**config.mk**
```make
export PLATFORM = sky130hd
export DESIGN_NAME = load_store_unit
export DESIGN_NICKNAME = d
export VERILOG_FILES = /design/src/rtl/lsu_pkg.sv /design/src/rtl/lsu_load_extend.sv /design/src/rtl/load_store_unit.sv
export SDC_FILE = /design/constraint.sdc
export NUM_CORES = 1
export LEC_CHECK = 0
export CORE_MARGIN = 5
export CORE_UTILIZATION = 30
export DETAILED_ROUTE_END_ITERATION = 8
export PLACE_DENSITY = 0.61
export SYNTH_ARGS = -nofsm -noshare
export SYNTH_HDL_FRONTEND = slang
export SYNTH_SLANG_ARGS = --single-unit
```
**constraint.sdc**
```tcl
create_clock -name clk -period 10.3 [get_ports clk]
set_input_delay 2.575 -clock clk [delete_from_list [all_inputs] [get_ports clk]]
set_output_delay 2.575 -clock clk [all_outputs]
set_load 0.01 [all_outputs]
```
**src/rtl/lsu_pkg.sv**
```systemverilog
// Shared encodings for the load/store unit: memory access modes, RISC-V load/store
// funct3 values, controller states and request-size decode helpers.
package lsu_pkg;

    localparam logic [2:0] MODE_BYTE       = 3'b000;
    localparam logic [2:0] MODE_HALFWORD   = 3'b001;
    localparam logic [2:0] MODE_WORD       = 3'b010;
    localparam logic [2:0] MODE_BYTE_U     = 3'b011;
    localparam logic [2:0] MODE_HALFWORD_U = 3'b100;

    localparam logic [2:0] F3_B  = 3'b000;
    localparam logic [2:0] F3_H  = 3'b001;
    localparam logic [2:0] F3_W  = 3'b010;
    localparam logic [2:0] F3_BU = 3'b100;
    localparam logic [2:0] F3_HU = 3'b101;

    typedef enum logic [1:0] {
        IDLE   = 2'd0,
        ACCESS = 2'd1,
        RESP   = 2'd2
    } lsu_state_t;

    // Access size in bytes; illegal encodings report 1 so address math stays sane.
    function automatic logic [2:0] f3_size(input logic [2:0] f3);
        case (f3)
            F3_H, F3_HU: return 3'd2;
            F3_W:        return 3'd4;
            default:     return 3'd1;
        endcase
    endfunction

    function automatic logic f3_legal(input logic [2:0] f3, input logic we);
        case (f3)
            F3_B, F3_H, F3_W: return 1'b1;
            F3_BU, F3_HU:     return !we;
            default:          return 1'b0;
        endcase
    endfunction

endpackage

```
**src/rtl/lsu_load_extend.sv**
```systemverilog
// Sign/zero extension of raw load data according to the load's funct3.
module lsu_load_extend
    import lsu_pkg::*;
(
    input  logic [31:0] i_raw,
    input  logic [2:0]  i_funct3,
    output logic [31:0] o_ext
);

    always_comb begin
        o_ext = i_raw;
        case (i_funct3)
            F3_B:    o_ext = {{24{i_raw[7]}}, i_raw[7:0]};
            F3_BU:   o_ext = {24'd0, i_raw[7:0]};
            F3_H:    o_ext = {{16{i_raw[15]}}, i_raw[15:0]};
            F3_HU:   o_ext = {16'd0, i_raw[15:0]};
            default: o_ext = i_raw;
        endcase
    end

endmodule

```
**src/rtl/load_store_unit.sv**
```systemverilog
// Load/store initiator for a big-endian byte-addressed data memory: bounds and
// legality checks, optional byte-beat splitting of misaligned accesses, load extension.
module load_store_unit
    import lsu_pkg::*;
#(
    parameter int MEM_BYTES        = 100,
    parameter bit SPLIT_MISALIGNED = 1'b1
) (
    input  logic        clk,
    input  logic        rst,
    input  logic        req_valid,
    output logic        req_ready,
    input  logic        req_we,
    input  logic [2:0]  req_funct3,
    input  logic [31:0] req_addr,
    input  logic [31:0] req_wdata,
    output logic        resp_valid,
    input  logic        resp_ready,
    output logic [31:0] resp_rdata,
    output logic        resp_fault,
    output logic        rd_en,
    output logic        wr_en,
    output logic [31:0] addr,
    output logic [2:0]  mem_acc_mode,
    output logic [31:0] rdata2,
    input  logic [31:0] rdata
);

    lsu_state_t  r_state, w_next;
    logic [1:0]  r_beat, w_beat_next;
    logic [1:0]  r_last;
    logic        r_we, r_split, r_fault;
    logic [2:0]  r_funct3;
    logic [31:0] r_addr, r_wdata, r_acc;

    logic [2:0]  w_size;
    logic [1:0]  w_mask;
    logic        w_misal, w_oob, w_fault, w_accept, w_in_access;
    logic [32:0] w_end;
    logic [1:0]  w_sel;
    logic [2:0]  w_aligned_mode;
    logic [31:0] w_ext;

    // Request decode, evaluated against the incoming request in IDLE
    assign w_size   = f3_size(req_funct3);
    assign w_mask   = w_size[1:0] - 2'd1;
    assign w_misal  = |(req_addr[1:0] & w_mask);
    assign w_end    = {1'b0, req_addr} + {30'd0, w_size} - 33'd1;
    assign w_oob    = w_end >= 33'(MEM_BYTES);
    assign w_fault  = !f3_legal(req_funct3, req_we) || w_oob || (w_misal && !SPLIT_MISALIGNED);
    assign w_accept = req_valid && (r_state == IDLE);

    always_comb begin
        w_next      = r_state;
        w_beat_next = r_beat;
        case (r_state)
            IDLE: begin
                if (req_valid) begin
                    w_next      = w_fault ? RESP : ACCESS;
                    w_beat_next = 2'd0;
                end
            end
            ACCESS: begin
                if (r_beat == r_last) w_next = RESP;
                else                  w_beat_next = r_beat + 2'd1;
            end
            RESP: begin
                if (resp_ready) w_next = IDLE;
            end
            default: w_next = IDLE;
        endcase
    end

    always_ff @(posedge clk or posedge rst) begin
        if (rst) begin
            r_state <= IDLE;
            r_beat  <= 2'd0;
        end else begin
            r_state <= w_next;
            r_beat  <= w_beat_next;
        end
    end

    // Request capture and load accumulation; split loads assemble bytes MSB-first
    always_ff @(posedge clk) begin
        if (w_accept) begin
            r_we     <= req_we;
            r_funct3 <= req_funct3;
            r_addr   <= req_addr;
            r_wdata  <= req_wdata;
            r_split  <= w_misal;
            r_last   <= w_misal ? w_mask : 2'd0;
            r_fault  <= w_fault;
            r_acc    <= 32'd0;
        end else if (r_state == ACCESS && !r_we) begin
            r_acc <= r_split ? {r_acc[23:0], rdata[7:0]} : rdata;
        end
    end

    // Memory port drive, zero outside ACCESS
    assign w_in_access = (r_state == ACCESS);
    assign w_sel       = r_last - r_beat;

    always_comb begin
        case (r_funct3)
            F3_B, F3_BU: w_aligned_mode = r_we ? MODE_BYTE : MODE_BYTE_U;
            F3_H, F3_HU: w_aligned_mode = r_we ? MODE_HALFWORD : MODE_HALFWORD_U;
            default:     w_aligned_mode = MODE_WORD;
        endcase
    end

    always_comb begin
        rd_en        = 1'b0;
        wr_en        = 1'b0;
        addr         = 32'd0;
        mem_acc_mode = 3'd0;
        rdata2       = 32'd0;
        if (w_in_access) begin
            rd_en        = !r_we;
            wr_en        = r_we;
            addr         = r_addr + {30'd0, r_beat};
            mem_acc_mode = r_split ? (r_we ? MODE_BYTE : MODE_BYTE_U) : w_aligned_mode;
            if (r_we)
                rdata2 = r_split ? {24'd0, r_wdata[{w_sel, 3'b000} +: 8]} : r_wdata;
        end
    end

    lsu_load_extend u_extend (
        .i_raw    (r_acc),
        .i_funct3 (r_funct3),
        .o_ext    (w_ext)
    );

    // Response side
    assign req_ready  = (r_state == IDLE);
    assign resp_valid = (r_state == RESP);
    assign resp_fault = (r_state == RESP) && r_fault;
    assign resp_rdata = ((r_state == RESP) && !r_fault && !r_we) ? w_ext : 32'd0;

endmodule

```
Word level (Yosys, flattened, before mapping) --
Cells that the tools add are included.
Operators by class: eq/ne operators 14, $add $sub $neg 6, order comparisons 1, shift operators 1, reduce and logical (&&, ||, !) cells 22, multiplexer cells 24, bitwise logic cells 1
Operators by type and width (number):
- 32-bit 2-to-1 mux | 6
- 32-bit one-hot mux with 4 select lines | 1
- 32-bit by 3-bit adder with 33-bit output | 1
- 33-bit by 7-bit greater-or-equal comparator with 1-bit output (second input constant) | 1
- 33-bit by 1-bit subtractor with 33-bit output (second input constant) | 1
- 32-bit by 2-bit adder with 32-bit output | 1
- 32-bit by 6-bit variable part select with 8-bit output | 1
- 2-bit 2-to-1 mux | 7
- 3-bit == test (second input constant) | 4
- 3-bit one-hot mux with 2 select lines | 2
- 2-bit OR reduction | 5
- 3-bit 2-to-1 mux | 3
- 3-bit by 1-bit == test with 1-bit output (second input constant) | 2
- 3-bit zero test | 2
- 2-bit one-hot mux with 3 select lines | 1
- 3-bit AND reduction | 2
- 1-bit logical AND | 5
- 1-bit zero test | 4
- 2-bit by 1-bit != test with 1-bit output (second input constant) | 2
- 2-bit != test (second input constant) | 2
- 2-bit one-hot mux with 2 select lines | 1
- 3-bit by 2-bit == test with 1-bit output (second input constant) | 1
- 3-bit OR reduction | 1
- 2-bit by 1-bit adder with 2-bit output (second input constant) | 1
- other kinds (11) | 12
Storage, ports and cells: output and inout port bits 104, bits of input ports 104, register bits after elaboration 108, word-level logic and storage cells 79

Longest topological paths before layout --
Gate-level depths: netlist of run 1.
depth in word-level cells 10, depth in mapped cells 18, mapped depth without buffers 18

By module --
A second synthesis of run 1 with hierarchy kept.
Unflattened totals: cells, all modules 932, area, all modules 7998.9 µm²
By module, submodules not included:
- load_store_unit | area each 7643.6 µm², instances 1, cells an instance 865
- lsu_load_extend | area each 355.3 µm², instances 1, cells an instance 67

Worst setup path before layout of run 1 --
No wires, ideal clock.
path type in2reg, from input port req_funct3[1], to register r_fault, data pin, path buffers 0, data arrival time 5.976 ns, library setup time 0.277 ns, stages 15, path slack 4.047 ns, path through nand2b_1 ha_1 inv_1 ha_1 inv_1 fa_1 and2b_2 o21ai_2 a2111o_1 a31oi_4 a311oi_1 nor3_1 nand4_1 or4_1 or4_4
On the way: cells in the longest elaborated chain, start to end 7
RTL lines:
- start: declaration | RTL line load_store_unit.sv:14 | input logic [2:0] req_funct3,
- 3-bit == test / 3-bit by 1-bit == test with 1-bit output (equally long branches) | RTL line lsu_pkg.sv:25, lsu_pkg.sv:33
- 2-bit OR reduction | RTL line lsu_pkg.sv:25 | case (f3)
- 3-bit one-hot mux with 2 select lines | RTL line lsu_pkg.sv:25
- 32-bit by 3-bit adder with 33-bit output | RTL line load_store_unit.sv:48 | assign w_end = {1'b0, req_addr} + {30'd0, w_size} - 33'd1;
- 33-bit by 1-bit subtractor with 33-bit output | RTL line load_store_unit.sv:48
- 33-bit by 7-bit greater-or-equal comparator with 1-bit output | RTL line load_store_unit.sv:49 | assign w_oob = w_end >= 33'(MEM_BYTES);
- 1-bit logical OR * | RTL line load_store_unit.sv:50 | assign w_fault = !f3_legal(req_funct3, req_we) || w_oob || (w_misal && !SPLIT_MISALIGNED);
- via w_fault | RTL line load_store_unit.sv:38 | logic w_misal, w_oob, w_fault, w_accept, w_in_access;
- end signal: assignment | RTL line load_store_unit.sv:93 | r_fault <= w_fault;
- end: declaration | RTL line load_store_unit.sv:32 | logic r_we, r_split, r_fault;
Mark *: on every way through the listed nets, which the timed path passes. The rest lies on a longest branch. A chain may end at the register's enable or synchronous reset.

Worst setup path after layout of run 1 --
Same ends and word-level chain as after synthesis.

==> results of run 1 <==
report_power, final:
| part | leakage [nW] | total, mW | switching (mW) | internal, mW |
|---|---|---|---|---|
| clock | 0.137 | 0.346 | 0.176 | 0.170 |
| sequential | 0.989 | 0.505 | 0.0158 | 0.489 |
| combinational | 2.58 | 0.258 | 0.143 | 0.115 |
critical path: cells and delay by family:
| kind | cells | cell delay, ps |
|---|---|---|
| and+or+nand+nor | 7 | 1960 |
| AOI/OAI and AO/OA | 4 | 850 |
| adders and majority gates | 3 | 760 |
| buffers and inverters | 3 | 680 |
how the worst max path moves through the flow:
stage                   from                end  cells past startpoint
4_1_cts        req_funct3[2]  r_fault$_DFFE_PP_                     18
3_3_place_gp   req_funct3[2]  r_fault$_DFFE_PP_                     18
6_report       req_funct3[1]  r_fault$_DFFE_PP_                     17
5_1_grt        req_funct3[2]  r_fault$_DFFE_PP_                     18
3_5_place_dp   req_funct3[2]  r_fault$_DFFE_PP_                     18
2_1_floorplan  req_funct3[1]  r_fault$_DFFE_PP_                     15
flip-flops by register name, summed over array words and instances (netlist names), 2 cells and up:
name and count:
r_acc 32, r_addr 32, r_wdata 32, r_funct3 3
r_beat 2, r_last 2, r_state 2
cell type report:
| class | instances | area, µm² | area share (%) |
|---|---|---|---|
| inverters | 73 | 277 | 2.71 |
| clock inverters | 7 | 66.3 | 0.651 |
| repair buffers | 213 | 2120 | 20.8 |
| clock buffers | 9 | 225 | 2.21 |
| flip-flops and latches | 108 | 2900 | 28.5 |
| multi-input cells | 619 | 4190 | 41.1 |
| well taps | 330 | 413 | 4.05 |
cell usage in the layout, fill, tap and decap left out, types with 3 or more instances in the layout:
cell,count
nand4_1,15
o221ai_1,3
mux2i_1,32
mux4_2,8
dfxtp_1,32
and2_1,36
a21oi_1,74
o21a_1,14
a21o_1,7
nor4_1,5
or3_1,8
a22o_1,4
clkdlybuf4s50_1,207
dfrtp_1,4
o21ai_1,4
o211ai_1,4
a211oi_1,27
nor2b_1,3
o31ai_1,4
clkbuf_16,9
nand3_1,14
nor3_1,10
nor2_1,84
a311oi_1,3
and3_1,6
a31oi_1,4
nand2_1,77
inv_1,72
xnor2_1,10
o21ai_0,30
buf_4,6
xor2_1,33
nand2b_1,11
o22ai_1,5
edfxtp_1,72
ha_1,38
o2111ai_1,3
layer usage:
metal	track usage, %	routed length, µm	vias up
li1	-	-	3384
met1	20.7	10600	3236
met2	28.0	11500	185
met3	3.46	1320	28
met4	4.30	432	0
met5	0	0	-
cells by family after synthesis:
logic type | Yosys count | share of synthesized area [%]
buffers and inverters | 112 | 6.11
and+or+nand+nor | 280 | 17.9
muxes | 41 | 6.78
AOI/OAI and AO/OA | 215 | 19.0
xor gates and xnor gates | 43 | 4.99
adders and majority gates | 40 | 6.83
DFF | 108 | 38.4
==> flow_summary.yaml, run 1 <==
status:
  status: "completed"
clock_network:
  post_cts_resize_count: 0
  clk_latency_ps: 360
  cts_num_sinks: 108
  hold_buffers: 0
  post_cts_buffers: 0
  htreeDepth: 3
  max-clock-path-buffers: 2
  clk_pin_slew_ps: 80
  cts_root_buf: "clkbuf_16"
  numCtsBuffers: 9
  cts_tree: "yes"
sta:
  whs_ps: 475
  rsz0062_at_grt: "false"
  max_freq_mhz: 149
  final_hold_viol_count: 0
  post-route-period-util_pct: 65.4
  clock_skew_ps: 8.97
  fin_ws_ps: 3570
  tightest_slew_ps: 1060
  setup-violations-final: 0
  worst_slew_margin_rel_pct: 28.6
  slew_viol_final: 0
  setup-tns-final_ps: 0
  final.min_clock_period_ps: 6730
layout:
  final_area_um2: 10200
  num-fill-cells: 2493
  stdcell_count: 1359
  fin_nets: 1168
  syn_to_final_growth_pct: 34.9
  drive_above_1_share_pct: 4.47
  utilization_pct: 40.8
  diodes: 0
global_route:
  first_global_vias: 6572
  grt_usage_pct: 16.2
  grt_overflow: 0
  grt_pass1_wl_um: 36700
  antenna_found_initial: 0
  grt_max_degree: 59
die:
  coreArea_um2: 25000
  dieArea_um2: 28400
  die_w_um: 169
  rows: 58
  start_util_pct: 30.2
  fp.dieH_um: 169
  ioPinCount: 208
yosys:
  synth_seq_area_share_pct: 38.4
  synth-async-reset-ratio_pct: 3.70
  synth_area_um2: 7550
  ys_ff_latch: 108
  syn_avg_cell_area_um2: 9.00
  ys.flop_type: "edfxtp_1"
  synth_top_area_cell: "edfxtp_1"
  yosys.area.top_type_share_pct: 28.6
  yosysMostFrequentCell: "nor2_1"
  syn_inst: 839
  syn_nets: 983
  synth_commonest_cells: "nor2_1 (84), nand2_1 (77), a21oi_1 (74)"
  synth.area.top_cells: "edfxtp_1 (29%), dfxtp_1 (8.5%), ha_1 (6.3%), a21oi_1 (4.9%), mux2i_1 (4.2%)"
  yosysUniqueCellTypes: 75
  synth-edff-count: 72
  synth_warnings: 0
min_path:
  hold_path.class: "reg -> reg"
  min_path_cells: 2
  worstHoldStart: "r_acc[0]$_SDFFE_PP0P_"
  min_to: "r_acc[0]$_SDFFE_PP0P_"
critical_path:
  r2r_end: "r_addr[26]$_DFFE_PP_"
  critical_path.max_fanout: 5
  worstPathArrival_ps: 6820
  timing.rr.start: "r_state[1]$_DFFE_PP0P_"
  required_ps: 10390
  path_cells: "clkdlybuf4s50_1, nand2b_1, nand2_1, ha_1, inv_1, ha_1, inv_1, fa_1, and2b_2, o21ai_2, a2111o_1, a31oi_4, a311oi_1, nor3_1, nand4_1, or4_1, or4_4"
  reg2reg_slack_ps: 7890
  max_stage_delay_ps: 560
  r2r_cells: 4
  worstSetupPathType: "in -> reg"
  cp-end-kind: "flip-flop"
  worstSetupStartpointType: "input pin"
  cp_slowest_cell: "clkdlybuf4s50_1"
place:
  placed_area_um2: 9900
  dp.cells: 1343
  hpwl_um: 18800
  dp_slack_ps: 3200
  port_buffers: 207
  gp_congestion: 0.887
routing:
  drt_iter0_markers: 438
  wirelength_um: 23800
  drt.antenna.violating_nets: 0
  firstDrtPassIters: 5
  detail_route.vias_per_cell: 5.03
  wl_per_cell_um: 17.5
  drc: 0
  vias: 6833
pwr:
  total_power_mw: 1.11
  power_density_nw_per_um2: 109
  leakage_nw: 3.70
  ir_worst_vdd_v: 0.0000835
run:
  maxCapViolCount: 0
Power figures use the tool's default switching activity.
==> inputs of run 2 (changes only) <==
- clock period: 10.3 -> 6.67 ns (I/O delays scaled with it)
==> flow_summary.yaml, run 2 (same netlist as run 1, synthesis figures left out) <==
layout:
  num-fill-cells: 2499
  syn_to_final_growth_pct: 35.5
  drive_above_1_share_pct: 4.56
  mostFrequentLayoutCells: "clkdlybuf4s50_1 (207), nor2_1 (84), nand2_1 (77)"
  final_area_um2: 10200
  stdcell_count: 1360
  fin_nets: 1169
  top_regs: "r_acc (32), r_addr (32), r_wdata (32)"
  diodes: 0
  final_common_cell: "clkdlybuf4s50_1"
critical_path:
  worstSetupPathType: "in -> reg"
  r2r_end: "r_addr[21]$_DFFE_PP_"
  timing.rr.start: "r_state[1]$_DFFE_PP0P_"
  cp-end-kind: "flip-flop"
  r2r_cells: 4
  endpoint: "r_fault$_DFFE_PP_"
  critical_path.max_fanout: 5
  required_ps: 6760
  reg2reg_slack_ps: 4320
  worstSetupStartpointType: "input pin"
  setup.worst_path.start: "req_funct3[2]"
  worstPathArrival_ps: 5940
clock_network:
  htreeDepth: 3
  hold_buffers: 0
  cts_root_buf: "clkbuf_16"
  cts_num_sinks: 108
  clk_latency_ps: 350
  max-clock-path-buffers: 2
  post_cts_resize_count: 0
  cts_tree: "yes"
  post_cts_buffers: 0
  clk_pin_slew_ps: 80
  numCtsBuffers: 9
die:
  die_w_um: 169
  coreArea_um2: 25000
  fp.dieH_um: 169
  start_util_pct: 30.2
  dieArea_um2: 28400
  ioPinCount: 208
  rows: 58
global_route:
  grt_usage_pct: 16.1
  first_global_vias: 6632
  grt_overflow: 0
  grt_max_degree: 78
  antenna_found_initial: 1
  grt_pass1_wl_um: 36700
sta:
  max_freq_mhz: 171
  worst_slew_margin_rel_pct: 31.2
  fin_ws_ps: 821
  slew_viol_final: 0
  final.min_clock_period_ps: 5850
  clock_skew_ps: 7.37
  post-route-period-util_pct: 87.7
  final_hold_viol_count: 0
  tightest_slew_ps: 1020
  setup-tns-final_ps: 0
  rsz0062_at_grt: "false"
  setup-violations-final: 0
place:
  placed_area_um2: 9900
  dp.cells: 1344
  gp_congestion: 0.919
  dp_slack_ps: 473
  port_buffers: 207
  hpwl_um: 18700
run:
  maxCapViolCount: 0
min_path:
  hold_path.class: "reg -> reg"
routing:
  wirelength_um: 23600
  drt_iter0_markers: 446
  drc: 0
  drt.antenna.violating_nets: 0
  wl_per_cell_um: 17.3
  detail_route.vias_per_cell: 4.97
  vias: 6758
  firstDrtPassIters: 5
pwr:
  power_density_nw_per_um2: 172
  ir_worst_vdd_v: 0.000132
  leakage_nw: 3.74
status:
  status: "completed"
[run 2: layer usage]
metal	vias up	track usage [%]	wire [µm]
met5	-	0	13
met1	3149	20.3	10500
met4	2	4.34	473
met2	186	28.0	11300
li1	3391	-	-
met3	30	3.41	1300
[run 2: area by class of cell]
class / count / area, µm² / area share [%]
Clock inverter: 6 / 75.1 / 0.734
Clock buffer: 10 / 250 / 2.45
Timing Repair Buffer: 214 / 2120 / 20.8
Multi-Input combinational cell: 619 / 4190 / 40.9
Tap cell: 330 / 413 / 4.04
Sequential cell: 108 / 2900 / 28.4
Inverter: 73 / 277 / 2.70
[run 2: worst min path at each step]
stage	startpoint	endpoint	slack [ps]	depth (start not counted)
2_1_floorplan	r_acc[0]$_SDFFE_PP0P_	r_acc[0]$_SDFFE_PP0P_	440	2
3_3_place_gp	r_acc[5]$_SDFFE_PP0P_	r_acc[5]$_SDFFE_PP0P_	460	2
3_5_place_dp	r_acc[0]$_SDFFE_PP0P_	r_acc[0]$_SDFFE_PP0P_	460	2
4_1_cts	r_acc[0]$_SDFFE_PP0P_	r_acc[0]$_SDFFE_PP0P_	470	2
5_1_grt	r_acc[2]$_SDFFE_PP0P_	r_acc[2]$_SDFFE_PP0P_	500	2
6_report	r_acc[0]$_SDFFE_PP0P_	r_acc[0]$_SDFFE_PP0P_	470	2
[run 2: power breakdown]
part / internal (mW) / switching [mW]
Combinational: 0.177 / 0.218
Sequential: 0.755 / 0.0261
Clock: 0.320 / 0.261
Total: 1.25 / 0.505
[run 2: worst max-delay path, cell delays in order]
cell and delay (ps):
clkdlybuf4s50_1 530, nor2_1 100, nand2_1 130, nand2_1 100, ha_1 180, inv_1 50, ha_1 200, inv_1 70
fa_1 380, and2b_2 260, o21ai_2 90, a2111o_1 500, a31oi_4 190, a311oi_1 70, nor3_1 200, nand4_1 110
or4_1 570, or4_4 540
[run 2: stage by stage]
step	util (%)	total power, mW	hold WS (ps)
floorplan	-	1.05	444
global placement	39.7	1.19	456
detailed placement	39.7	1.19	464
CTS	41.0	1.78	475
global route	41.0	1.85	503
finish	41.0	1.76	473
==> inputs of run 3 (changes only) <==
- CELL_PAD_IN_SITES_DETAIL_PLACEMENT: not set -> 1
- CELL_PAD_IN_SITES_GLOBAL_PLACEMENT: not set -> 2
- CORE_MARGIN: 5 -> 3
- PLACE_DENSITY: 0.61 -> 0.91
- clock period: 6.67 -> 7.28 ns (I/O delays scaled with it)
==> flow_summary.yaml, run 3 (same netlist as run 1, synthesis figures left out) <==
status:
  status: "completed"
layout:
  diodes: 0
  top_regs: "r_acc (32), r_addr (32), r_wdata (32)"
  final_area_um2: 10200
  fin_nets: 1169
  mostFrequentLayoutCells: "clkdlybuf4s50_1 (207), nor2_1 (84), nand2_1 (77)"
  syn_to_final_growth_pct: 35.3
  stdcell_count: 1354
  utilization_pct: 41.7
  drive_above_1_share_pct: 4.56
  final_common_cell: "clkdlybuf4s50_1"
clock_network:
  post_cts_buffers: 0
  clk_latency_ps: 360
  htreeDepth: 3
  clk_pin_slew_ps: 90
  max-clock-path-buffers: 2
  cts_tree: "yes"
  post_cts_resize_count: 0
  cts_num_sinks: 108
  cts_root_buf: "clkbuf_16"
  numCtsBuffers: 9
  hold_buffers: 0
pwr:
  share_comb_of_total_power_pct: 22.6
  netSwitchingPower_mw: 0.508
  leakage_nw: 3.72
  power_density_nw_per_um2: 159
  pwr-share-seq_pct: 43.9
  ir_worst_vdd_v: 0.000156
  p_clk_share_pct: 33.5
  p_int_mw: 1.12
  switching_share_pct: 31.2
  total_power_mw: 1.63
routing:
  drt_iter0_markers: 395
  wl_per_cell_um: 18.5
  drt.antenna.violating_nets: 0
  wirelength_um: 25000
  vias: 6850
  drc: 0
  detail_route.vias_per_cell: 5.06
  firstDrtPassIters: 4
critical_path:
  r2r_cells: 6
  worstSetupPathType: "in -> reg"
  timing.rr.start: "r_state[0]$_DFFE_PP0P_"
  required_ps: 7380
  cp-end-kind: "flip-flop"
  setup.worst_path.start: "req_funct3[2]"
  reg2reg_slack_ps: 4740
  endpoint: "r_fault$_DFFE_PP_"
  r2r_end: "r_acc[31]$_SDFFE_PP0P_"
  worstSetupStartpointType: "input pin"
  critical_path.max_fanout: 5
  worstPathArrival_ps: 6170
die:
  die_w_um: 165
  fp.dieH_um: 165
  dieArea_um2: 27100
  rows: 57
  start_util_pct: 30.8
  ioPinCount: 208
  coreArea_um2: 24500
global_route:
  grt_overflow: 0
  grt_usage_pct: 18.0
  grt_pass1_wl_um: 38500
  grt_max_degree: 58
  antenna_found_initial: 0
  first_global_vias: 7041
place:
  gp_congestion: 0.847
  dp.cells: 1338
  dp_slack_ps: 872
  placed_area_um2: 9900
  hpwl_um: 19400
  port_buffers: 207
sta:
  whs_ps: 466
  tightest_slew_ps: 1090
  setup-tns-final_ps: 0
  final_hold_viol_count: 0
  final.min_clock_period_ps: 6070
  setup-violations-final: 0
  slew_viol_final: 0
  post-route-period-util_pct: 83.4
  rsz0062_at_grt: "false"
  clock_skew_ps: 18.1
  fin_ws_ps: 1210
  worst_slew_margin_rel_pct: 27.4
  max_freq_mhz: 165
run:
  maxCapViolCount: 0
min_path:
  hold_path.class: "reg -> reg"
[run 3: cell types whose count changed in the layout (fill, tap and decap cells not counted), sizes merged]
cell | previous run | this run
inv | 75 | 74
clkinvlp | 0 | 1
clkinv | 2 | 4
bufinv | 2 | 0
[run 3: final cells by class]
type / instances / area, µm²
Timing Repair Buffer: 214 / 2120
Clock buffer: 10 / 250
Multi-Input combinational cell: 619 / 4190
Fill cell: 2847 / 14300
Sequential cell: 108 / 2900
Tap cell: 324 / 405
Clock inverter: 6 / 73.8
Inverter: 73 / 277
[run 3: critical path: stages]
cell and delay (ps):
clkdlybuf4s50_1 590, nor2_1 100, nand2_1 150, nand2_1 100, ha_1 190, inv_1 50, ha_1 200, inv_1 70
fa_1 380, and2b_2 260, o21ai_2 100, a2111o_1 500, a31oi_4 190, a311oi_1 80, nor3_1 200, nand4_1 110
or4_1 550, or4_4 540
[run 3: layer usage]
layer,part of all wire [%],wire length [µm],track usage [%],vias up
li1,-,-,-,3372
met1,43,10800,22.1,3297
met2,49,12300,32.2,161
met3,6.2,1550,4.01,20
met4,1.6,389,4.04,0
met5,0,0,0,-
[run 3: worst min path at each step]
stage,from,to,slack [ps],cells past startpoint
6_report,r_acc[1]$_SDFFE_PP0P_,r_acc[1]$_SDFFE_PP0P_,470,2
3_3_place_gp,r_acc[6]$_SDFFE_PP0P_,r_acc[6]$_SDFFE_PP0P_,460,2
2_1_floorplan,r_acc[0]$_SDFFE_PP0P_,r_acc[0]$_SDFFE_PP0P_,440,2
5_1_grt,r_acc[4]$_SDFFE_PP0P_,r_acc[4]$_SDFFE_PP0P_,490,2
4_1_cts,r_acc[1]$_SDFFE_PP0P_,r_acc[1]$_SDFFE_PP0P_,470,2
3_5_place_dp,r_acc[1]$_SDFFE_PP0P_,r_acc[1]$_SDFFE_PP0P_,460,2
[run 3: power groups by stage]
stage          sequential [mW]  combinational (mW)  clock, mW
2_1_floorplan            0.722               0.236          0
3_3_place_gp             0.727               0.363          0
3_5_place_dp             0.729               0.367          0
4_1_cts                  0.715               0.370      0.560
5_1_grt                  0.718               0.407      0.583
6_report                 0.714               0.367      0.546
